<file path="src/rtl/fetch_pkg.sv">
// Shared types and constants for the instruction fetch sequencer.
package fetch_pkg;

  localparam int unsigned PC_WIDTH = 32;
  localparam int unsigned PC_STEP  = 4;

  typedef enum logic [1:0] {
    ST_IDLE   = 2'd0,
    ST_FETCH  = 2'd1,
    ST_HOLD   = 2'd2,
    ST_HALTED = 2'd3
  } fetch_state_e;

  // Sequential successor; 32-bit arithmetic wraps 0xFFFF_FFFC to 0.
  function automatic logic [PC_WIDTH-1:0] pc_next_seq(input logic [PC_WIDTH-1:0] cur);
    return cur + PC_WIDTH'(PC_STEP);
  endfunction

endpackage

</file>
<file path="src/rtl/fetch_pc_reg.sv">
// Program counter register: load has priority over increment, async reset to RESET_PC.
module fetch_pc_reg
  import fetch_pkg::*;
#(
  parameter logic [PC_WIDTH-1:0] RESET_PC = 32'h0000_0000
) (
  input  logic                clk,
  input  logic                reset,
  input  logic                load,
  input  logic                inc,
  input  logic [PC_WIDTH-1:0] load_val,
  output logic [PC_WIDTH-1:0] pc
);

  always_ff @(posedge clk or posedge reset) begin
    if (reset) begin
      pc <= RESET_PC;
    end else if (load) begin
      pc <= load_val;
    end else if (inc) begin
      pc <= pc_next_seq(pc);
    end
  end

endmodule

</file>
<file path="src/rtl/fetch_sequencer.sv">
// Instruction fetch sequencer: IDLE/FETCH/HOLD/HALTED control over an imem req/ack handshake.
// Define FETCH_ALIGN_CHECK_EN to trap misaligned redirect targets to TRAP_VEC.
module fetch_sequencer
  import fetch_pkg::*;
#(
  parameter logic [PC_WIDTH-1:0] RESET_PC = 32'h0000_0000,
  parameter logic [PC_WIDTH-1:0] TRAP_VEC = 32'h0000_0100
) (
  input  logic                clk,
  input  logic                reset,
  input  logic                start,
  input  logic                stall,
  input  logic                halt,
  input  logic                redirect_valid,
  input  logic [PC_WIDTH-1:0] redirect_pc,
  output logic                imem_req,
  output logic [PC_WIDTH-1:0] imem_addr,
  input  logic                imem_ack,
  output logic                instr_valid,
  output logic [PC_WIDTH-1:0] pc,
  output logic                busy,
  output logic                misaligned
);

`ifdef FETCH_ALIGN_CHECK_EN
  localparam bit ALIGN_EN = 1'b1;
`else
  localparam bit ALIGN_EN = 1'b0;
`endif

  fetch_state_e        state_q, state_d;
  logic                flush_q, flush_d;
  logic                halt_q, halt_d;
  logic [PC_WIDTH-1:0] redir_pc_q, redir_pc_d;
  logic                mis_q;
  logic                tgt_odd_c;
  logic [PC_WIDTH-1:0] tgt_c;
  logic                pc_load, pc_inc;
  logic [PC_WIDTH-1:0] pc_load_val;

  // Effective redirect target: trap when checking, else drop the low bits.
  assign tgt_odd_c = |redirect_pc[1:0];
  assign tgt_c = ALIGN_EN ? (tgt_odd_c ? TRAP_VEC : redirect_pc)
                          : {redirect_pc[PC_WIDTH-1:2], 2'b00};

  fetch_pc_reg #(.RESET_PC(RESET_PC)) u_pc (
    .clk      (clk),
    .reset    (reset),
    .load     (pc_load),
    .inc      (pc_inc),
    .load_val (pc_load_val),
    .pc       (pc)
  );

  assign imem_addr  = pc;
  assign misaligned = mis_q;

  always_ff @(posedge clk or posedge reset) begin
    if (reset) begin
      state_q    <= ST_IDLE;
      flush_q    <= 1'b0;
      halt_q     <= 1'b0;
      redir_pc_q <= '0;
      mis_q      <= 1'b0;
      imem_req   <= 1'b0;
      busy       <= 1'b0;
    end else begin
      state_q    <= state_d;
      flush_q    <= flush_d;
      halt_q     <= halt_d;
      redir_pc_q <= redir_pc_d;
      mis_q      <= ALIGN_EN && redirect_valid && tgt_odd_c && (state_q != ST_HALTED);
      imem_req   <= (state_d == ST_FETCH);
      busy       <= (state_d == ST_FETCH) || (state_d == ST_HOLD);
    end
  end

  always_comb begin
    state_d     = state_q;
    flush_d     = flush_q;
    halt_d      = halt_q;
    redir_pc_d  = redir_pc_q;
    pc_load     = 1'b0;
    pc_inc      = 1'b0;
    pc_load_val = tgt_c;
    instr_valid = 1'b0;
    case (state_q)
      ST_IDLE: begin
        pc_load = redirect_valid;
        if (start) state_d = ST_FETCH;
      end
      ST_FETCH: begin
        if (imem_ack) begin
          // A redirect in the ack cycle itself is the latest and also flushes.
          instr_valid = !(flush_q || redirect_valid);
          if (redirect_valid) begin
            pc_load = 1'b1;
          end else if (flush_q) begin
            pc_load     = 1'b1;
            pc_load_val = redir_pc_q;
          end else begin
            pc_inc = 1'b1;
          end
          flush_d = 1'b0;
          halt_d  = 1'b0;
          if (halt || halt_q)  state_d = ST_HALTED;
          else if (stall)      state_d = ST_HOLD;
          else                 state_d = ST_FETCH;
        end else begin
          if (redirect_valid) begin
            flush_d    = 1'b1;
            redir_pc_d = tgt_c;
          end
          if (halt) halt_d = 1'b1;
        end
      end
      ST_HOLD: begin
        pc_load = redirect_valid;
        if (halt)        state_d = ST_HALTED;
        else if (!stall) state_d = ST_FETCH;
      end
      ST_HALTED: begin
        state_d = ST_HALTED;
      end
      default: begin
        state_d = ST_IDLE;
      end
    endcase
  end

endmodule

</file>
<file path="config.mk">
export PLATFORM = sky130hd
export DESIGN_NAME = fetch_sequencer
export DESIGN_NICKNAME = d
export VERILOG_FILES = /design/src/rtl/fetch_pkg.sv /design/src/rtl/fetch_pc_reg.sv /design/src/rtl/fetch_sequencer.sv
export SDC_FILE = /design/constraint.sdc
export NUM_CORES = 1
export LEC_CHECK = 0
export ABC_AREA = 1
export CORE_MARGIN = 5
export CORE_UTILIZATION = 45
export CTS_CLUSTER_DIAMETER = 80
export DETAILED_ROUTE_END_ITERATION = 16
export GPL_TIMING_DRIVEN = 0
export PLACE_DENSITY = 0.74
export SYNTH_ARGS = -nofsm -noshare
export SYNTH_HDL_FRONTEND = slang
export SYNTH_SLANG_ARGS = --single-unit
</file>
<file path="constraint.sdc">
create_clock -name clk -period 2.59 [get_ports clk]
set_clock_uncertainty 0.1 [all_clocks]
set_input_delay 0.259 -clock clk [delete_from_list [all_inputs] [get_ports clk]]
set_output_delay 0.259 -clock clk [all_outputs]
set_load 0.02 [all_outputs]
</file>
# Yosys cells after proc, flatten, opt, wreduce, memory -nomap -nowiden
# Index checks and enable logic that the tools add are counted.
# W data, S select, Z words.
# op_classes
n_mux	27
eq_ne	5
n_reduce_logical	12
addsub	1
n_bitwise	1
# ops
op	n
$mux W32	6
$add A32 B3 Y32 const B	1
$mux W1	13
$mux W2	6
$pmux W2 S4	1
$eq A2 B2 Y1 const B	3
$reduce_bool A2 Y1	3
$eq A2 B1 Y1 const B	2
$reduce_and A2 Y1	2
$logic_or A1 B1 Y1	3
$reduce_and A3 Y1	1
$logic_not A2 Y1	1
$pmux W1 S2	1
$reduce_or A2 Y1	1
$logic_not A1 Y1	1
$not A1 Y1	1
# word_totals
word_cells	53
in_bits	39
regBits	68
output_inout_bits	68

# Logic depth before layout (Yosys ltp)
# Gate-level depths: netlist of the first run.
# depth
ltp_word	6
mapped_depth	12
depth_no_buf	11

# Hierarchy
# From an unflattened synthesis of the first run, not the netlist that was laid out.
# unflattened
cells_unflattened	619
hier_area_um2	4578.1
# modules_own_cells
module	instances	seq_area_each_um2	area_each_um2	cells_per_inst
fetch_sequencer	1	900.9	2377.3	306
fetch_pc_reg	1	800.8	2200.9	313

# Worst setup path before layout of the first run
# No wires, ideal clock.
# synth_timing
kind	register to register
from	register u_pc.pc[3]
to	register u_pc.pc[28]
path_buffers	0
setup_time_ns	0.118
arrival_time_ns	1.634
required_ns	2.372
path_stages_with_launch	11
synth_period_minus_slack_ns	1.852
path_slack_ns	0.738
cell_sequence	dfrtp_1 -> ha_1 -> nand2_1 -> nor2_1 -> nand2_1 -> nor2_1 -> nand2_1 -> nand2_1 -> nand2_1 -> a21oi_1 -> nor2_1
# synth_via
elab_chain_len	3
# synth_rtl
item	line_no	text
from (decl)	fetch_pc_reg.sv:12	output logic [PC_WIDTH-1:0] pc
from (signal assigned)	fetch_pc_reg.sv:19	pc <= load_val;
from (signal assigned)	fetch_pc_reg.sv:21	pc <= pc_next_seq(pc);
$add A32 B3 Y32	fetch_pkg.sv:16	return cur + PC_WIDTH'(PC_STEP);
$mux W32	fetch_pc_reg.sv:20	end else if (inc) begin
$mux W32	fetch_pc_reg.sv:18	end else if (load) begin
# No other way between the ends. The select of a mux whose other input is x is not followed.
# A chain may end at the register's enable or synchronous reset.

# Worst setup path in the final report of the first run
# layout_timing
from	register state_q[1]
to	output instr_valid
# layout_via
elab_chain_len	2
# layout_rtl
item	line_no	text
from (decl)	fetch_sequencer.sv:31	fetch_state_e state_q, state_d;
from (signal assigned)	fetch_sequencer.sv:68	state_q <= state_d;
$eq A2 B1 Y1	fetch_sequencer.sv:87	case (state_q)
$mux W1	fetch_sequencer.sv:87	
to (decl)	fetch_sequencer.sv:19	output logic instr_valid,
# No other way between the ends.

==> results.json, run 1 <==
{
  "run_status": "complete, no violations",
  "io-pin-count": 107,
  "htree_num_levels": 3,
  "grtUsageMet1_pct": 31.1,
  "synth_xor_area_share_pct": 0.597,
  "clk_latency_ns": 0.35,
  "multiInputGateArea_um2": 2060,
  "drv_slew": 0,
  "num-nets-final": 794,
  "ys_seq_elements": 66,
  "setup_tns_ns": 0,
  "cts_root_buf": "clkbuf_8",
  "place_inst": 875,
  "synth_top_family_by_area": "simple AND/OR/NAND/NOR gates",
  "ys_warn_count": 0,
  "clock_path_buffers": 2,
  "drtPass1Iterations": 5,
  "arrival_ns": 1.77,
  "worst-setup-path-type": "flip-flop to output pin",
  "cts_resized": 0,
  "cp.required_ns": 2.23,
  "die_x_um": 109,
  "syn_area_um2": 4400,
  "ir_worst_vdd_v": 0.000262,
  "synthTopCellsByArea": "dfrtp_1 (38%), nand2_1 (16%), inv_1 (6.7%)",
  "drtIter0Drc": 395,
  "final_hold_viol_count": 0,
  "startpoint_type": "flip-flop",
  "muxShareOfSynthArea_pct": 0.512,
  "drive_gt1_share_pct": 10.6,
  "holdBufCountCts": 0,
  "fin_util_pct": 59.7,
  "cts_buffers": 9,
  "grt_busiest_layer": "met2",
  "worst_slew_pin_slew_ns": 0.842,
  "synth-simple-area-share_pct": 30.7,
  "placed_cell_area_um2": 5570,
  "gp_congestion": 0.895,
  "via_per_inst": 5.03,
  "fin_crit_ns": 2.13,
  "clock-sinks": 66,
  "post-route-period-util_pct": 82.2,
  "synth_fa_ha_area_share_pct": 0.569,
  "place.port_buffers": 99,
  "antenna_cells": 0,
  "fin_cells": 890,
  "rsz0062_at_grt": "false",
  "grt_overflow": 0,
  "netlist.area_leader.share_pct": 37.5,
  "grt_pass1_vias": 4104,
  "crit_path_max_fanout": 4,
  "synth_top_cell_by_area": "dfrtp_1",
  "initial_utilization_pct": 45.6,
  "grt_pass1_wl_mm": 20.7,
  "synth-compound-area-share_pct": 14.1,
  "die_h_um": 109,
  "postLayoutCellArea_um2": 5750,
  "grt_max_degree": 67,
  "setup_viol": 0,
  "design.die.area_um2": 11900,
  "ant_nets": 0,
  "path_clk_slew_ns": 0.07,
  "wl_mm": 12.9,
  "met3_usage_pct": 4.74,
  "hold_ws_ns": 0.337,
  "core_area_um2": 9640,
  "slew_headroom_pct": 43.9,
  "hpwl_mm": 9.83,
  "netlist_instances": 639,
  "vias": 4473,
  "track_usage_pct": 22.4,
  "cts_tree": "built",
  "ys_seq_area_share_pct": 37.5,
  "seqCellArea_um2": 1650,
  "p_per_area_nw_per_um2": 657,
  "use_met2_pct": 36.4,
  "drc_errors": 0,
  "antenna_found_initial": 0,
  "area_growth_pct": 30.8,
  "hold_path.class": "input port to asynchronous set/reset pin",
  "crit_path_end_kind": "output pin",
  "post-cts-setup-buffers": 0,
  "leakagePower_uw": 0.00272,
  "avgSynthCellArea_um2": 6.88,
  "fillCellCount": 907,
  "maxCapViolCount": 0,
  "synth_cell_types": 38,
  "wl_per_cell_um": 14.5,
  "num_rows": 36,
  "fmax_mhz": 470
}
==> cells in the final DEF, fill, tap and decap left out, drive strengths merged <==
cell type,instances
dfrtp,66
a21oi,43
o211ai,13
nor4,1
clkinvlp,3
o21ai,40
clkbuf,16
buf,51
o21bai,4
clkinv,2
o21a,1
nand3,38
o22ai,1
nand2,188
nor2,79
nand4,2
nand3b,6
conb,5
xnor2,1
a31oi,2
a22oi,4
nor3,3
ha,2
or2,1
xor2,2
inv,82
mux2,2
clkdlybuf4s50,99
==> Yosys cell counts <==
library cell / instances
nand2_1: 184
inv_1: 79
nor2_1: 76
dfrtp_1: 66
a21oi_1: 43
nand3_1: 37
o21ai_0: 37
buf_4: 36
buf_2: 10
o211ai_1: 9
nand3b_1: 6
clkbuf_1: 5
a22oi_1: 4
o211ai_2: 4
o21bai_1: 4
nor2_4: 3
nor3_1: 3
o21ai_1: 3
a31oi_1: 2
buf_1: 2
buf_6: 2
ha_1: 2
inv_2: 2
mux2_1: 2
nand2_4: 2
nand2_8: 2
nand4_1: 2
xor2_1: 2
buf_8: 1
clkinv_1: 1
conb_1: 1
inv_4: 1
nand3_2: 1
nor4_1: 1
o21a_1: 1
o22ai_1: 1
or2_1: 1
xnor2_1: 1
==> report_power, final <==
part	switching, uW	internal [uW]
Clock	415	392
Combinational	747	778
Sequential	249	1200
Total	1410	2370
==> per-layer routing <==
layer  part of all wire [%]  up-vias
met5                      0        -
li1                       -     2207
met4                    1.2        0
met3                    7.1       18
met2                     47      189
met1                     44     2059
==> metrics by stage <==
step / setup slack (ns) / power (uW)
2_1_floorplan: 0.576 / 2300
3_3_place_gp: -0.655 / 2960
3_5_place_dp: 0.270 / 2990
4_1_cts: 0.450 / 3800
5_1_grt: 0.158 / 4010
6_report: 0.460 / 3780
==> cell families (layout without fill, tap and decap cells) <==
group,count (synthesis),after routing
compound gates,108,108
xor+xnor,3,3
fa+ha+maj,2,2
buf+inv,139,253
flops,66,66
mux,2,2
other cells,1,5
simple gates,318,318
==> critical path, cell delays in order, from the launching register on <==
cell and delay [ns]:
dfrtp_1 0.44, nor2_4 0.18, nand2_4 0.11, nor2_1 0.10, clkdlybuf4s50_1 0.61
==> registers in the layout, summed over array words and instances (netlist names) <==
signal,count
redir_pc_q,30
halt_q,1
busy,1
u_pc.pc,30
imem_req,1
state_q,2
flush_q,1
==> layout make-up <==
| cell class | instances | area share [%] |
|---|---|---|
| tap | 133 | 2.89 |
| clock inverter | 4 | 0.478 |
| clock buffer | 11 | 2.63 |
| multi-input combinational | 438 | 35.9 |
| sequential | 66 | 28.7 |
| buffer | 56 | 6.68 |
| timing repair buffer | 99 | 17.2 |
| inverter | 83 | 5.50 |
==> worst paths after layout <==
| path | cells past startpoint | to | startpoint | slack [ns] |
|---|---|---|---|---|
| setup / recovery | 4 | instr_valid | state_q[1]$_DFF_PP0_ | 0.46 |
| hold / removal | 2 | imem_req$_DFF_PP0_ | reset | 0.34 |
| setup reg to reg | 10 | u_pc.pc[12]$_DFFE_PP0P_ | u_pc.pc[3]$_DFFE_PP0P_ | 0.48 |
| hold reg to reg | 2 | redir_pc_q[27]$_DFFE_PP0P_ | redir_pc_q[27]$_DFFE_PP0P_ | 0.39 |
| max in group asynchronous | 2 | redir_pc_q[28]$_DFFE_PP0P_ | reset | 1.51 |
| min in group clk | 2 | redir_pc_q[27]$_DFFE_PP0P_ | redir_pc_q[27]$_DFFE_PP0P_ | 0.39 |
No activity file was read; power rests on OpenSTA's default activity.
==> run 2, diff against run 1 <==
Settings changed: PLACE_DENSITY 0.74 to 0.77.
Clock period 2.59 ns to 1.85 ns, I/O delays scaled along.
==> results.json, run 2 (synthesis results as in run 1) <==
{
  "slowest_stage": "dfrtp_2",
  "drc_errors": 0,
  "fin_crit_ns": 1.86,
  "hold_ws_ns": 0.172,
  "ir_worst_vdd_v": 0.000431,
  "grt_pass1_vias": 4225,
  "worst_slew_pin_slew_ns": 0.674,
  "clk_latency_ns": 0.35,
  "grt_pass1_wl_mm": 21.2,
  "drv_slew": 0,
  "ant_nets": 0,
  "p_per_area_nw_per_um2": 952,
  "fin_cells": 905,
  "leakagePower_uw": 0.00284,
  "crit_top_cell": "nand2_1",
  "initial_utilization_pct": 45.6,
  "final_hold_viol_count": 0,
  "reg2reg_slack_ns": -0.008,
  "num_rows": 36,
  "run_status": "finished, violations left",
  "cts_root_buf": "clkbuf_8",
  "setup_viol": 1,
  "mostFrequentLayoutCells": "nand2_1 (179), clkdlybuf4s50_1 (95), inv_1 (76)",
  "track_usage_pct": 23.1,
  "crit_path_end_kind": "flip-flop",
  "worst_slack_ns": -0.00753,
  "cts_buffers": 9,
  "largestRegisters": "redir_pc_q (30), u_pc.pc (30), state_q (2)",
  "setup_tns_ns": -0.00753,
  "grt_overflow": 0,
  "seqCellArea_um2": 1690,
  "path_cells": "inv_2, nand2_2, nor2_4, nand3_4, buf_8, o211ai_1, nand2_1, nand2_1, o21ai_0",
  "place.port_buffers": 99,
  "wl_per_cell_um": 15.1,
  "rsz0062_at_grt": "true",
  "multiInputGateArea_um2": 2140,
  "drive_gt1_share_pct": 19.0,
  "hpwl_mm": 10.2,
  "hold_path.class": "input port to asynchronous set/reset pin",
  "path_clk_slew_ns": 0.08,
  "antenna_cells": 0,
  "crit_path_max_fanout": 10,
  "fmax_mhz": 538,
  "startpoint": "state_q[1]$_DFF_PP0_",
  "reg2reg_from": "state_q[1]$_DFF_PP0_",
  "post-route-period-util_pct": 100,
  "worst-setup-path-type": "flip-flop to flip-flop",
  "place_inst": 876,
  "violations": "negative setup slack",
  "slowest_delay_ns": 0.45,
  "final_common_cell": "nand2_1",
  "core_area_um2": 9640,
  "clock_path_buffers": 2,
  "startpoint_type": "flip-flop",
  "die_x_um": 109,
  "power.total_uw": 5790,
  "maxCapViolCount": 0,
  "fillCellCount": 897,
  "slew_headroom_pct": 55.0,
  "drtPass1Iterations": 5,
  "via_per_inst": 5.03,
  "design.die.area_um2": 11900,
  "vias": 4551,
  "num-nets-final": 808,
  "antenna_found_initial": 0,
  "cts_tree": "built",
  "wl_mm": 13.7,
  "grt_max_degree": 39,
  "gp_congestion": 0.906,
  "htree_num_levels": 3,
  "cp.required_ns": 1.96,
  "arrival_ns": 1.97,
  "drtIter0Drc": 377,
  "clock-sinks": 66,
  "io-pin-count": 107,
  "die_h_um": 109,
  "area_growth_pct": 38.2
}
-- run 2: changes by cell type in the layout (fill, tap and decap cells not counted), sizes merged, moves of 2 or more --
cell           change
dlymetal6s2s       +2
clkbuf             +2
buf               +13
clkdlybuf4s50      -4
bufinv             +2
-- run 2: layout make-up --
type                            count  share of cell area [%]
Buffer                             56                    6.79
Clock buffer                       11                    2.49
Clock inverter                      5                    1.40
Inverter                           83                    5.29
Multi-Input combinational cell    438                    35.3
Sequential cell                    66                    27.7
Tap cell                          133                    2.74
Timing Repair Buffer              113                    18.3
-- run 2: final timing paths --
| check | depth (start not counted) | endpoint |
|---|---|---|
| max reg2reg | 9 | u_pc.pc[12]$_DFFE_PP0P_ |
| min in group clk | 3 | redir_pc_q[19]$_DFFE_PP0P_ |
| max | 9 | u_pc.pc[12]$_DFFE_PP0P_ |
| max in group asynchronous | 3 | u_pc.pc[25]$_DFFE_PP0P_ |
| min reg2reg | 2 | redir_pc_q[17]$_DFFE_PP0P_ |
| min | 2 | redir_pc_q[8]$_DFFE_PP0P_ |
-- run 2: report_power, final --
part           switching, uW  internal, uW  total [uW]
clock                    617           840        1460
combinational           1110          1160        2280
sequential               348          1700        2050
-- run 2: through the flow --
step | util, % | setup WS (ns) | area, um^2
final | 63.1 | -0.00753 | 6080
after global routing | 63.1 | -0.0720 | 6080
after CTS | 61.5 | -0.127 | 5930
after detailed placement | 58.1 | -0.424 | 5600
after global placement | 57.9 | -0.369 | 5580
after floorplan | - | 0.00371 | 4420
-- run 2: per-layer routing --
| metal | up-vias | routed length (um) | share of wire (%) | global-route usage, % |
|---|---|---|---|---|
| li1 | 2241 | - | - | - |
| met1 | 2144 | 5940 | 43 | 31.2 |
| met2 | 143 | 6690 | 49 | 38.5 |
| met3 | 23 | 789 | 5.8 | 3.08 |
| met4 | 0 | 263 | 1.9 | 7.03 |
| met5 | - | 0 | 0 | 0 |
-- run 2: timing repair --
item | 4_1_cts | 5_1_grt
endpoints found under the setup margin | 31 | 58
hold buffers | 0 | 0
resized for setup | 22 | 52
hold endpoints to repair | 0 | 0
setup buffers | 7 | 6
pin swaps | 4 | 7
-- run 2: worst max-delay path: cells and delay by family (launching register included) --
kind	cells	cell delay, ns
buffers and inverters	2	0.25
AND/OR/NAND/NOR	5	0.52
AO/OA/AOI/OAI	2	0.41
flip-flops	1	0.45
==> run 3, diff against run 2 <==
Settings changed: CTS_CLUSTER_SIZE set to 12.
==> results of run 3 <==
Final layout, timing and power as in run 2 (identical DEF).
